### config.mk
export PLATFORM = sky130hd
export DESIGN_NAME = sipo_deserializer_flat
export DESIGN_NICKNAME = d
export VERILOG_FILES = /design/src/rtl/sipo_deserializer_pkg.sv /design/src/rtl/sipo_deserializer_if.sv /design/src/rtl/sipo_deserializer_shift_reg.sv /design/src/rtl/sipo_deserializer.sv /design/src/flat_wrapper.sv
export SDC_FILE = /design/constraint.sdc
export NUM_CORES = 1
export LEC_CHECK = 0
export ABC_AREA = 1
export CELL_PAD_IN_SITES_DETAIL_PLACEMENT = 2
export CELL_PAD_IN_SITES_GLOBAL_PLACEMENT = 2
export CORE_UTILIZATION = 30
export CTS_BUF_LIST = sky130_fd_sc_hd__clkbuf_8 sky130_fd_sc_hd__clkbuf_16
export DETAILED_ROUTE_END_ITERATION = 16
export PLACE_DENSITY = 0.81
export REMOVE_ABC_BUFFERS = 1
export SLEW_MARGIN = 20
export SYNTH_ARGS = -nofsm -noshare
export SYNTH_HDL_FRONTEND = slang
export SYNTH_SLANG_ARGS = --single-unit
### constraint.sdc
create_clock -name clock -period 1.8 [get_ports clock]
set_input_delay 0.45 -clock clock [delete_from_list [all_inputs] [get_ports clock]]
set_output_delay 0.45 -clock clock [all_outputs]
set_load 0.01 [all_outputs]
### src/rtl/sipo_deserializer_pkg.sv
// -----------------------------------------------------------------------------
// sipo_defs
// Shared definitions for the serial-in / parallel-out deserializer:
//   - state_e    : FSM state encoding (ST_COLLECT, ST_FULL)
//   - cnt_width(): bit-counter width for a given word width (clog2(WIDTH))
// -----------------------------------------------------------------------------
package sipo_defs;

    typedef enum logic {
        ST_COLLECT = 1'b0,
        ST_FULL    = 1'b1
    } state_e;

    // Counter must hold 0..WIDTH-1; never narrower than one bit.
    function automatic int cnt_width(input int width);
        if (width <= 2) begin
            return 1;
        end else begin
            return $clog2(width);
        end
    endfunction

endpackage

### src/rtl/sipo_deserializer_if.sv
// -----------------------------------------------------------------------------
// sipo_deserializer_if
// Groups the serial input handshake and the parallel output handshake.
//   d_in, d_valid, d_ready : one bit per transfer (valid/ready)
//   q_out, q_valid, q_ready: one WIDTH-bit word per transfer (valid/ready)
// Modports:
//   slave  : the deserializer's view (consumes bits, produces words)
//   master : the environment's view (produces bits, consumes words)
// -----------------------------------------------------------------------------
interface sipo_deserializer_if #(
    parameter int WIDTH = 8
);
    logic             d_in;
    logic             d_valid;
    logic             d_ready;
    logic [WIDTH-1:0] q_out;
    logic             q_valid;
    logic             q_ready;

    modport slave (
        input  d_in,
        input  d_valid,
        output d_ready,
        output q_out,
        output q_valid,
        input  q_ready
    );

    modport master (
        output d_in,
        output d_valid,
        input  d_ready,
        input  q_out,
        input  q_valid,
        output q_ready
    );
endinterface

### src/rtl/sipo_deserializer_shift_reg.sv
// -----------------------------------------------------------------------------
// sipo_shift_reg
// WIDTH-bit shift register that collects serial bits.
//   clock    : rising-edge clock
//   clear    : synchronous clear to zero (highest priority)
//   shift_en : shift bit_in in on this edge
//   bit_in   : incoming serial bit
//   sr_o     : current register contents
//   word_o   : contents after shifting bit_in in (the value loaded on a
//              shift); lets the parent capture a completed word on the
//              same edge the last bit arrives
// MSB_FIRST=1 shifts left (new bit into bit 0), so the first bit ends up in
// the MSB; MSB_FIRST=0 shifts right (new bit into the MSB).
// -----------------------------------------------------------------------------
module sipo_shift_reg #(
    parameter int WIDTH     = 8,
    parameter bit MSB_FIRST = 1'b1
) (
    input  logic             clock,
    input  logic             clear,
    input  logic             shift_en,
    input  logic             bit_in,
    output logic [WIDTH-1:0] sr_o,
    output logic [WIDTH-1:0] word_o
);
    logic [WIDTH-1:0] sr_q;

    generate
        if (MSB_FIRST) begin : g_msb
            // Next value when shifting left.
            always_comb begin
                word_o = {sr_q[WIDTH-2:0], bit_in};
            end
        end else begin : g_lsb
            // Next value when shifting right.
            always_comb begin
                word_o = {bit_in, sr_q[WIDTH-1:1]};
            end
        end
    endgenerate

    // Shift register state.
    always_ff @(posedge clock) begin
        if (clear) begin
            sr_q <= {WIDTH{1'b0}};
        end else if (shift_en) begin
            sr_q <= word_o;
        end else begin
            sr_q <= sr_q;
        end
    end

    assign sr_o = sr_q;

endmodule

### src/rtl/sipo_deserializer.sv
// -----------------------------------------------------------------------------
// sipo_deserializer
// Receives one bit per clock on a valid/ready handshake and assembles
// WIDTH-bit words, presented on a valid/ready parallel port. The shift
// register and the output holding register form a double buffer: a new word
// is collected while the previous one waits for the consumer.
//   clock : rising-edge clock
//   reset : synchronous active-low reset
//   bus   : sipo_deserializer_if.slave (d_in/d_valid/d_ready,
//           q_out/q_valid/q_ready)
// -----------------------------------------------------------------------------
module sipo_deserializer
    import sipo_defs::*;
#(
    parameter int WIDTH     = 8,
    parameter bit MSB_FIRST = 1'b1
) (
    input  logic                  clock,
    input  logic                  reset,
    sipo_deserializer_if.slave    bus
);
    localparam int CNT_W = cnt_width(WIDTH);
    localparam logic [CNT_W-1:0] CNT_LAST = CNT_W'(WIDTH - 1);

    state_e           state_q, state_d;
    logic [CNT_W-1:0] cnt_q, cnt_d;
    logic [WIDTH-1:0] q_out_q, q_out_d;
    logic             q_valid_q, q_valid_d;

    logic             accept_s;
    logic             last_s;
    logic             drain_s;
    logic [WIDTH-1:0] sr_s;
    logic [WIDTH-1:0] word_s;

    // d_ready depends only on registered state and the reset input.
    assign bus.d_ready = (state_q == ST_COLLECT) & reset;
    assign accept_s    = bus.d_valid & bus.d_ready;
    assign last_s      = (cnt_q == CNT_LAST);
    assign drain_s     = q_valid_q & bus.q_ready;

    sipo_shift_reg #(
        .WIDTH     (WIDTH),
        .MSB_FIRST (MSB_FIRST)
    ) u_sr (
        .clock    (clock),
        .clear    (~reset),
        .shift_en (accept_s),
        .bit_in   (bus.d_in),
        .sr_o     (sr_s),
        .word_o   (word_s)
    );

    // Next-state logic for FSM, bit counter and holding register.
    always_comb begin
        state_d   = state_q;
        cnt_d     = cnt_q;
        q_out_d   = q_out_q;
        q_valid_d = q_valid_q;

        // A drain empties the holding register unless a reload below refills it.
        if (drain_s) begin
            q_valid_d = 1'b0;
        end else begin
            q_valid_d = q_valid_q;
        end

        case (state_q)
            ST_COLLECT: begin
                if (accept_s) begin
                    if (last_s) begin
                        cnt_d = {CNT_W{1'b0}};
                        if (!q_valid_q || bus.q_ready) begin
                            q_out_d   = word_s;
                            q_valid_d = 1'b1;
                        end else begin
                            // Holding register busy: the word stays in sr.
                            state_d = ST_FULL;
                        end
                    end else begin
                        cnt_d = cnt_q + CNT_W'(1);
                    end
                end else begin
                    cnt_d = cnt_q;
                end
            end
            ST_FULL: begin
                if (drain_s) begin
                    q_out_d   = sr_s;
                    q_valid_d = 1'b1;
                    state_d   = ST_COLLECT;
                end else begin
                    state_d = ST_FULL;
                end
            end
            default: begin
                state_d = ST_COLLECT;
            end
        endcase
    end

    // State, counter and output registers.
    always_ff @(posedge clock) begin
        if (!reset) begin
            state_q   <= ST_COLLECT;
            cnt_q     <= {CNT_W{1'b0}};
            q_out_q   <= {WIDTH{1'b0}};
            q_valid_q <= 1'b0;
        end else begin
            state_q   <= state_d;
            cnt_q     <= cnt_d;
            q_out_q   <= q_out_d;
            q_valid_q <= q_valid_d;
        end
    end

    assign bus.q_out   = q_out_q;
    assign bus.q_valid = q_valid_q;

endmodule

### src/flat_wrapper.sv
// flat-port wrapper written by rule: the top's interface ports become plain ports
module sipo_deserializer_flat import sipo_defs::*;
#(
    parameter int WIDTH     = 8,
    parameter bit MSB_FIRST = 1'b1
)
  (clock, reset, bus_d_in, bus_d_valid, bus_d_ready, bus_q_out, bus_q_valid, bus_q_ready);
  sipo_deserializer_if #(.WIDTH(WIDTH)) bus_i ();
  input  logic clock;
  input  logic reset;
  input wire logic [$bits(bus_i.d_in)-1:0] bus_d_in;
  input wire logic [$bits(bus_i.d_valid)-1:0] bus_d_valid;
  output wire logic [$bits(bus_i.d_ready)-1:0] bus_d_ready;
  output wire logic [$bits(bus_i.q_out)-1:0] bus_q_out;
  output wire logic [$bits(bus_i.q_valid)-1:0] bus_q_valid;
  input wire logic [$bits(bus_i.q_ready)-1:0] bus_q_ready;
  assign bus_i.d_in = bus_d_in;
  assign bus_i.d_valid = bus_d_valid;
  assign bus_d_ready = bus_i.d_ready;
  assign bus_q_out = bus_i.q_out;
  assign bus_q_valid = bus_i.q_valid;
  assign bus_i.q_ready = bus_q_ready;
  sipo_deserializer #(.WIDTH(WIDTH), .MSB_FIRST(MSB_FIRST)) u_core (.clock(clock), .reset(reset), .bus(bus_i));
endmodule
# Yosys cells after proc, flatten, opt, wreduce, memory -nomap -nowiden

Index checks and enable logic that the tools add are counted.

Flip-flop bits (word level): 21
Latch bits: 0
RAM bits: 0
Bits in read-only memories: 0
Word-level logic and storage cells: 36
Memories kept: 0

$add $sub $neg: 1
Multiply operators: 0
Divide/modulo/power cells: 0
Magnitude comparators: 0
Equal/unequal tests: 5
Shift-type cells: 0
Mux-type cells: 17
Bitwise logic cells: 4
Reduce and logical (&&, ||, !) cells: 4

Operators by type and width:

| kind                                          | count |
|---|---|
| two-way mux 8 bit                             | 4 |
| one-hot mux 8 bit (2 select lines)            | 1 |
| two-way mux 1 bit                             | 9 |
| != test 2 x 1 -> 1 bit, second input constant | 2 |
| != test 2 bit, second input constant          | 2 |
| one-hot mux 1 bit (2 select lines)            | 2 |
| AND reduction 4 bit                           | 1 |
| adder 3 x 1 -> 3 bit, second input constant   | 1 |
| AND 1 bit                                     | 3 |
| equality test 3 bit, second input constant    | 1 |
| two-way mux 3 bit                             | 1 |
| AND reduction 2 bit                           | 1 |
| logical NOT 1 bit                             | 1 |
| logical OR 1 bit                              | 1 |
| inverter 1 bit                                | 1 |

# Depth between registers and ports, before layout

Gate-level depths: netlist (run 1).

Word-level depth: 6
Gate-level depth with buffers: 8
Mapped depth without buffers: 7

# By module

A second synthesis (run 1) with hierarchy kept.

Cells, all modules: 158
Area, all modules: 1099.8 um^2

Modules (own cells, without submodules):

| module            | instances | cells each | area each (um^2) |
|---|---|---|---|
| sipo_deserializer | 1         | 99         | 698.2 |
| sipo_shift_reg    | 1         | 59         | 401.6 |

# Worst setup path before layout (run 1)

Ideal clock, no wire load.

Path kind: input port to output port
From: in reset
To: out bus_d_ready
Data arrival time: 1011 ps
Setup slack: 339 ps
Stages: 4
Cells stage by stage: buf_2 > buf_2 > inv_1 > nor2_1

Word-level cells in the longest chain between the ends: 1

Ends and longest elaborated chain:

| element            | line                    | RTL |
|---|---|---|
| start: declaration | flat_wrapper.sv:10      | `input logic reset;` |
| AND 1 bit          | sipo_deserializer.sv:37 | `assign bus.d_ready = (state_q == ST_COLLECT) & reset;` |
| end: declaration   | flat_wrapper.sv:13      | `output wire logic [$bits(bus_i.d_ready)-1:0] bus_d_ready;` |

Every way passes these cells.

# Worst setup path in the final report (run 1)

Same ends and word-level chain as after synthesis.

==> results of run 1 <==
## per-stage QoR
step,hold WS [ps],setup slack (ps),area [µm²],power [mW],setup TNS [ps]
floorplan,449,400,980,0.532,0
global placement,456,-286,1260,0.573,-597
detailed placement,477,-309,1260,0.577,-1090
CTS,487,4.66,1310,0.898,0
global route,506,8.56,1310,0.926,0
finish,481,50.4,1310,0.891,0
## critical path: stages
cell and delay (ps):
sky130_fd_sc_hd__clkdlybuf4s50_1 490, sky130_fd_sc_hd__inv_1 60, sky130_fd_sc_hd__nor2_2 80, sky130_fd_sc_hd__clkdlybuf4s15_2 220
## flip-flops by register name, indices dropped and copies added, names as in the netlist
name	count
u_core.bus.q_out	8
u_core.cnt_q	3
u_core.u_sr.sr_o	8
u_core.state_q	1
u_core.bus.q_valid	1
## cell families after synthesis
logic type	count (synthesis)	share of synthesized area (%)
buf+inv	27	13.6
flops	21	40.4
fa+ha+maj	2	2.40
compound gates	20	13.7
simple gates	68	29.9
## layer usage
layer  GRT usage [%]  vias to the layer above  part of all wire, %
met1            17.2                      459                   41
met2            30.0                       11                   56
met3            3.84                        0                  2.7
met4            3.90                        0                    0
met5               0                        -                    0
li1                -                      478                    -
## layout by cell type (no fill, tap or decap)
cell type	synthesis	final
sky130_fd_sc_hd__a21oi_1	1	1
sky130_fd_sc_hd__a21oi_2	8	8
sky130_fd_sc_hd__a31oi_1	1	1
sky130_fd_sc_hd__buf_4	2	11
sky130_fd_sc_hd__clkbuf_8	0	3
sky130_fd_sc_hd__clkdlybuf4s15_2	0	1
sky130_fd_sc_hd__clkdlybuf4s50_1	0	13
sky130_fd_sc_hd__clkinv_2	0	1
sky130_fd_sc_hd__dfxtp_1	21	21
sky130_fd_sc_hd__ha_1	2	2
sky130_fd_sc_hd__inv_1	19	19
sky130_fd_sc_hd__inv_6	1	1
sky130_fd_sc_hd__nand2_1	26	26
sky130_fd_sc_hd__nand2_2	1	1
sky130_fd_sc_hd__nand2_4	1	1
sky130_fd_sc_hd__nand3_1	12	12
sky130_fd_sc_hd__nand3_2	2	2
sky130_fd_sc_hd__nand3_4	1	1
sky130_fd_sc_hd__nor2_1	23	22
sky130_fd_sc_hd__nor2_2	2	3
sky130_fd_sc_hd__o21ai_0	2	2
sky130_fd_sc_hd__o22ai_1	7	7
sky130_fd_sc_hd__o31ai_1	1	1
## worst max path at each step
stage	start	to	slack (ps)	depth (start not counted)
2_1_floorplan	u_core.state_q	u_core.bus.q_out[0]	400	5
3_3_place_gp	reset	bus_d_ready	-290	4
3_5_place_dp	reset	bus_d_ready	-310	4
4_1_cts	reset	bus_d_ready	5	4
5_1_grt	reset	bus_d_ready	9	4
6_report	reset	bus_d_ready	50	4
## power groups by stage
| stage | Combinational [mW] | Sequential, mW | Clock (mW) |
|---|---|---|---|
| floorplan | 0.0418 | 0.490 | 0 |
| global placement | 0.0824 | 0.491 | 0 |
| detailed placement | 0.0859 | 0.492 | 0 |
| CTS | 0.0863 | 0.481 | 0.331 |
| global route | 0.0963 | 0.482 | 0.348 |
| finish | 0.0849 | 0.481 | 0.325 |
## layout make-up
cell class | count | area share [%]
multi-input cells | 90 | 36.8
inverters | 20 | 6.11
clock inverters | 1 | 0.382
flip-flops and latches | 21 | 32.1
well taps | 46 | 4.39
repair buffers | 25 | 17.1
clock buffers | 3 | 3.15
==> flow_metrics.tcl, run 1 <==
set metrics [dict create \
    run_status "finished, final reports clean" \
    hold_path_depth 2 \
    clock_transition_at_the_register_clock_pins_on_the_worst_setup_and_hold_paths_after_cts_ps 80 \
    globalRoute.totalOverflow 0 \
    hold_end "u_core.cnt_q[1]" \
    syn-cell-area_um2 1040 \
    clk_path_buf_depth 2 \
    fin_worst_skew_ps 6.95 \
    grt_pass1_vias 1010 \
    worstSetupEndpointType "output pin" \
    route.vias.total 948 \
    routed_via_density 4.60 \
    cp_data_arrival_time_ps 1300 \
    antenna_violating_nets_post_route 0 \
    cts_root_buffer "sky130_fd_sc_hd__clkbuf_8" \
    drv_cap 0 \
    power_per_cell_area_nw_per_um2 680 \
    yosys.cell_count.top_type "sky130_fd_sc_hd__nand2_1" \
    ys_async_sr_fraction_pct 0 \
    p_int_uw 667 \
    clkSinkCount 21 \
    peakVddDrop_mv 0.369 \
    slew_headroom_pct 76.7 \
    drt_iter0_markers 21 \
    cts_tree "built" \
    top_fanout_value_on_the_critical_path 2 \
    timing.final.crit_share_pct 97.2 \
    final_core_util_pct 39.3 \
    fin_crit_ps 1750 \
    power.share.switching_pct 25.1 \
    dp_cells 202 \
    post-synth-top-area-fraction_pct 40.4 \
    multi_input_area_um2 482 \
    yosysTopAreaCell "sky130_fd_sc_hd__dfxtp_1" \
    ff2ff_path_depth 7 \
    insertion_delay_ps 270 \
    synthesis.area_per_instance_um2 7.54 \
    grt_setup_unrepaired "no" \
    cp-start-kind "input pin" \
    core_region_area_um2 3340 \
    final-max-slew-violation-count 0 \
    firstDrtPassIters 3 \
    cts_setup_buffers 0 \
    sequential_cell_area_fraction_in_the_yosys_report_pct 40.4 \
    synth_edf_count 0 \
    layout.cells.non_filler 206 \
    cts_hold_repair.buffers 0 \
    io_buffers 14 \
    synth.ff_latch_count 21 \
    total_leakage_power_nw 0.594 \
    netlist-cell-type-count 22 \
    crit_required_ps 1350 \
    r2r_setup_slack_ps 230 \
    die_h_um 60.9 \
    p_clk_share_pct 36.5 \
    die-area_um2 3710 \
    design.final.nets 168 \
    grt_start_max_net_pins 19 \
    yosys_warnings 0 \
    grt_antenna_before_repair 0 \
    seqPwrFrac_pct 54.0 \
    drive_gt1_share_pct 20.6 \
    worstReg2RegStart "u_core.cnt_q[0]" \
    cts_inserted_buffers 3 \
    gp_congestion 0.675 \
    critical_path.reg2reg.endpoint "u_core.bus.q_out[0]" \
    global_route.usage.total_pct 15.7 \
    grt_pass1_wl_um 4270 \
    row_count 21 \
    p_switching_uw 224 \
    diodes 0 \
    floorplan.die.width_um 60.9 \
    design.portCount 15 \
    criticalPathCategory "in -> out" \
    hpwl_um 1900 \
    initial_standard_cell_utilization_of_the_core_pct 31.2 \
    wirelength_um 2510 \
    synth.area.top_cells "sky130_fd_sc_hd__dfxtp_1 (40%), sky130_fd_sc_hd__nand2_1 (9.4%), sky130_fd_sc_hd__nor2_1 (8.3%), sky130_fd_sc_hd__inv_1 (6.9%), sky130_fd_sc_hd__a21oi_2 (6.7%)" \
    syn_to_final_growth_pct 25.8 \
    h-tree-depth 1 \
    drt-wirelength-per-cell_um 12.2 \
    seq_area_um2 420 \
    synth_common_cells "sky130_fd_sc_hd__nand2_1 (26), sky130_fd_sc_hd__nor2_1 (23), sky130_fd_sc_hd__dfxtp_1 (21)" \
    nFillCells 403 \
    netlist_instances 138 \
    report.final.setup_viol 0 \
    hold_fails_final_rpt 0 \
    drc 0 \
    postCtsResizedCells 3 \
    combinationalPowerShare_pct 9.5 \
    yosys_most_used_dff "sky130_fd_sc_hd__dfxtp_1" \
    worst_hold_startpoint "u_core.cnt_q[1]" \
    worstMarginPinSlew_ps 349 \
    min-delay-path-class "reg -> reg" \
    fmaxAchievable_mhz 572 \
]
Note: power is estimated with default switching activity, not from simulation.
==> inputs of run 2 (changes only) <==
CORE_MARGIN = 5   (was not set)
==> flow_metrics.tcl, run 2 (synthesis results as in run 1) <==
set metrics [dict create \
    critical_path.cell_chain "clkdlybuf4s50_1" \
    drive_gt1_share_pct 19.5 \
    initial_standard_cell_utilization_of_the_core_pct 31.2 \
    grt_pass1_wl_um 4870 \
    drv_cap 0 \
    setup-tns-final_ps 0 \
    report.final.setup_viol 0 \
    worstSetupEndpointType "output pin" \
    syn_to_final_growth_pct 27.8 \
    final_core_util_pct 39.9 \
    cts_hold_repair.buffers 0 \
    min-delay-path-class "reg -> reg" \
    total_leakage_power_nw 0.602 \
    r2r_setup_slack_ps 160 \
    route.vias.total 944 \
    hold_end "u_core.cnt_q[1]" \
    detailed_place.area_um2 1280 \
    layout_commonest_cell "sky130_fd_sc_hd__nand2_1" \
    worstReg2RegStart "u_core.cnt_q[0]" \
    run_status "finished, final reports clean" \
    core_region_area_um2 3340 \
    timing.final.crit_share_pct 95.5 \
    slew_headroom_pct 76.4 \
    cts_inserted_buffers 3 \
    drt_iter0_markers 13 \
    die-area_um2 4750 \
    cts_tree "built" \
    row_count 21 \
    design.portCount 15 \
    diodes 0 \
    routed_via_density 4.60 \
    crit_required_ps 1350 \
    floorplan.die.width_um 68.9 \
    most-common-layout-cells "sky130_fd_sc_hd__nand2_1 (26), sky130_fd_sc_hd__nor2_1 (23), sky130_fd_sc_hd__dfxtp_1 (21), sky130_fd_sc_hd__inv_1 (19)" \
    hold_path_depth 2 \
    gp_congestion 0.757 \
    global_route.usage.total_pct 14.7 \
    clock_transition_at_the_register_clock_pins_on_the_worst_setup_and_hold_paths_after_cts_ps 90 \
    criticalPathCategory "reg -> out" \
    wirelength_um 2940 \
    grt_setup_unrepaired "no" \
    clkSinkCount 21 \
    worst-path-buf-inv 1 \
    hpwl_um 2280 \
    crit_start "u_core.bus.q_valid" \
    antenna_violating_nets_post_route 0 \
    cp-start-kind "flip-flop" \
    drc 0 \
    slowest_stage "sky130_fd_sc_hd__clkdlybuf4s50_1" \
    design.final.nets 167 \
    peakVddDrop_mv 0.307 \
    power_per_cell_area_nw_per_um2 679 \
    largest_stage_delay_on_the_critical_path_ps 580 \
    globalRoute.totalOverflow 0 \
    grt_antenna_before_repair 0 \
    insertion_delay_ps 270 \
    io_buffers 14 \
    fin_worst_skew_ps 7.29 \
    die_h_um 68.9 \
    fin_crit_ps 1720 \
    clk_path_buf_depth 2 \
    worst_hold_startpoint "u_core.cnt_q[1]" \
    cts_root_buffer "sky130_fd_sc_hd__clkbuf_8" \
    grt_pass1_vias 1045 \
    top_fanout_value_on_the_critical_path 6 \
    finish.instance_area_um2 1330 \
    drt-wirelength-per-cell_um 14.4 \
    final-max-slew-violation-count 0 \
    path_delay_family "buffers and inverters" \
    cp_data_arrival_time_ps 1270 \
    firstDrtPassIters 4 \
    fmaxAchievable_mhz 582 \
    hold_fails_final_rpt 0 \
    fin_worst_hold_slack_ps 480 \
    ff2ff_path_depth 7 \
    total_power_uw 903 \
    h-tree-depth 1 \
    grt_start_max_net_pins 19 \
    worstMarginPinSlew_ps 353 \
    critical_path.reg2reg.endpoint "u_core.bus.q_out[5]" \
]
## run 2: layout make-up
class | count | area (µm²)
inverters | 20 | 80.1
clock inverters | 1 | 7.51
clock buffers | 3 | 41.3
multi-input cells | 90 | 479
well taps | 46 | 57.6
fillers | 391 | 2010
flip-flops and latches | 21 | 420
repair buffers | 24 | 244
## run 2: worst max path at each step
stage	slack, ps	cells after the start	endpoint
4_1_cts	10	4	bus_d_ready
2_1_floorplan	400	5	u_core.bus.q_out[0]
3_5_place_dp	-310	4	bus_d_ready
6_report	80	1	bus_q_valid
3_3_place_gp	-320	4	bus_d_ready
5_1_grt	30	1	bus_q_valid
## run 2: metal layers
metal | wire length (µm) | GRT usage, %
met5 | 0 | 0
met4 | 73 | 8.03
met2 | 1590 | 27.3
met3 | 91 | 2.92
met1 | 1190 | 15.4
## run 2: where the power goes
| group | switching, mW | internal, mW |
|---|---|---|
| clock network | 0.172 | 0.157 |
| logic | 0.0515 | 0.0419 |
| registers | 0.00631 | 0.474 |
| total | 0.230 | 0.673 |
## run 2: repair_timing
action                     4_1_cts  5_1_grt
setup endpoints to repair        1        2
gates resized for setup          3        1
setup buffers                    0        0
pin swaps                        0        0
## run 2: metrics by stage
stage | std cells | setup WS, ps
after global routing | 205 | 29.7
after global placement | 201 | -322
after floorplan | 131 | 400
after CTS | 205 | 11.8
after detailed placement | 201 | -307
final | 205 | 80.4
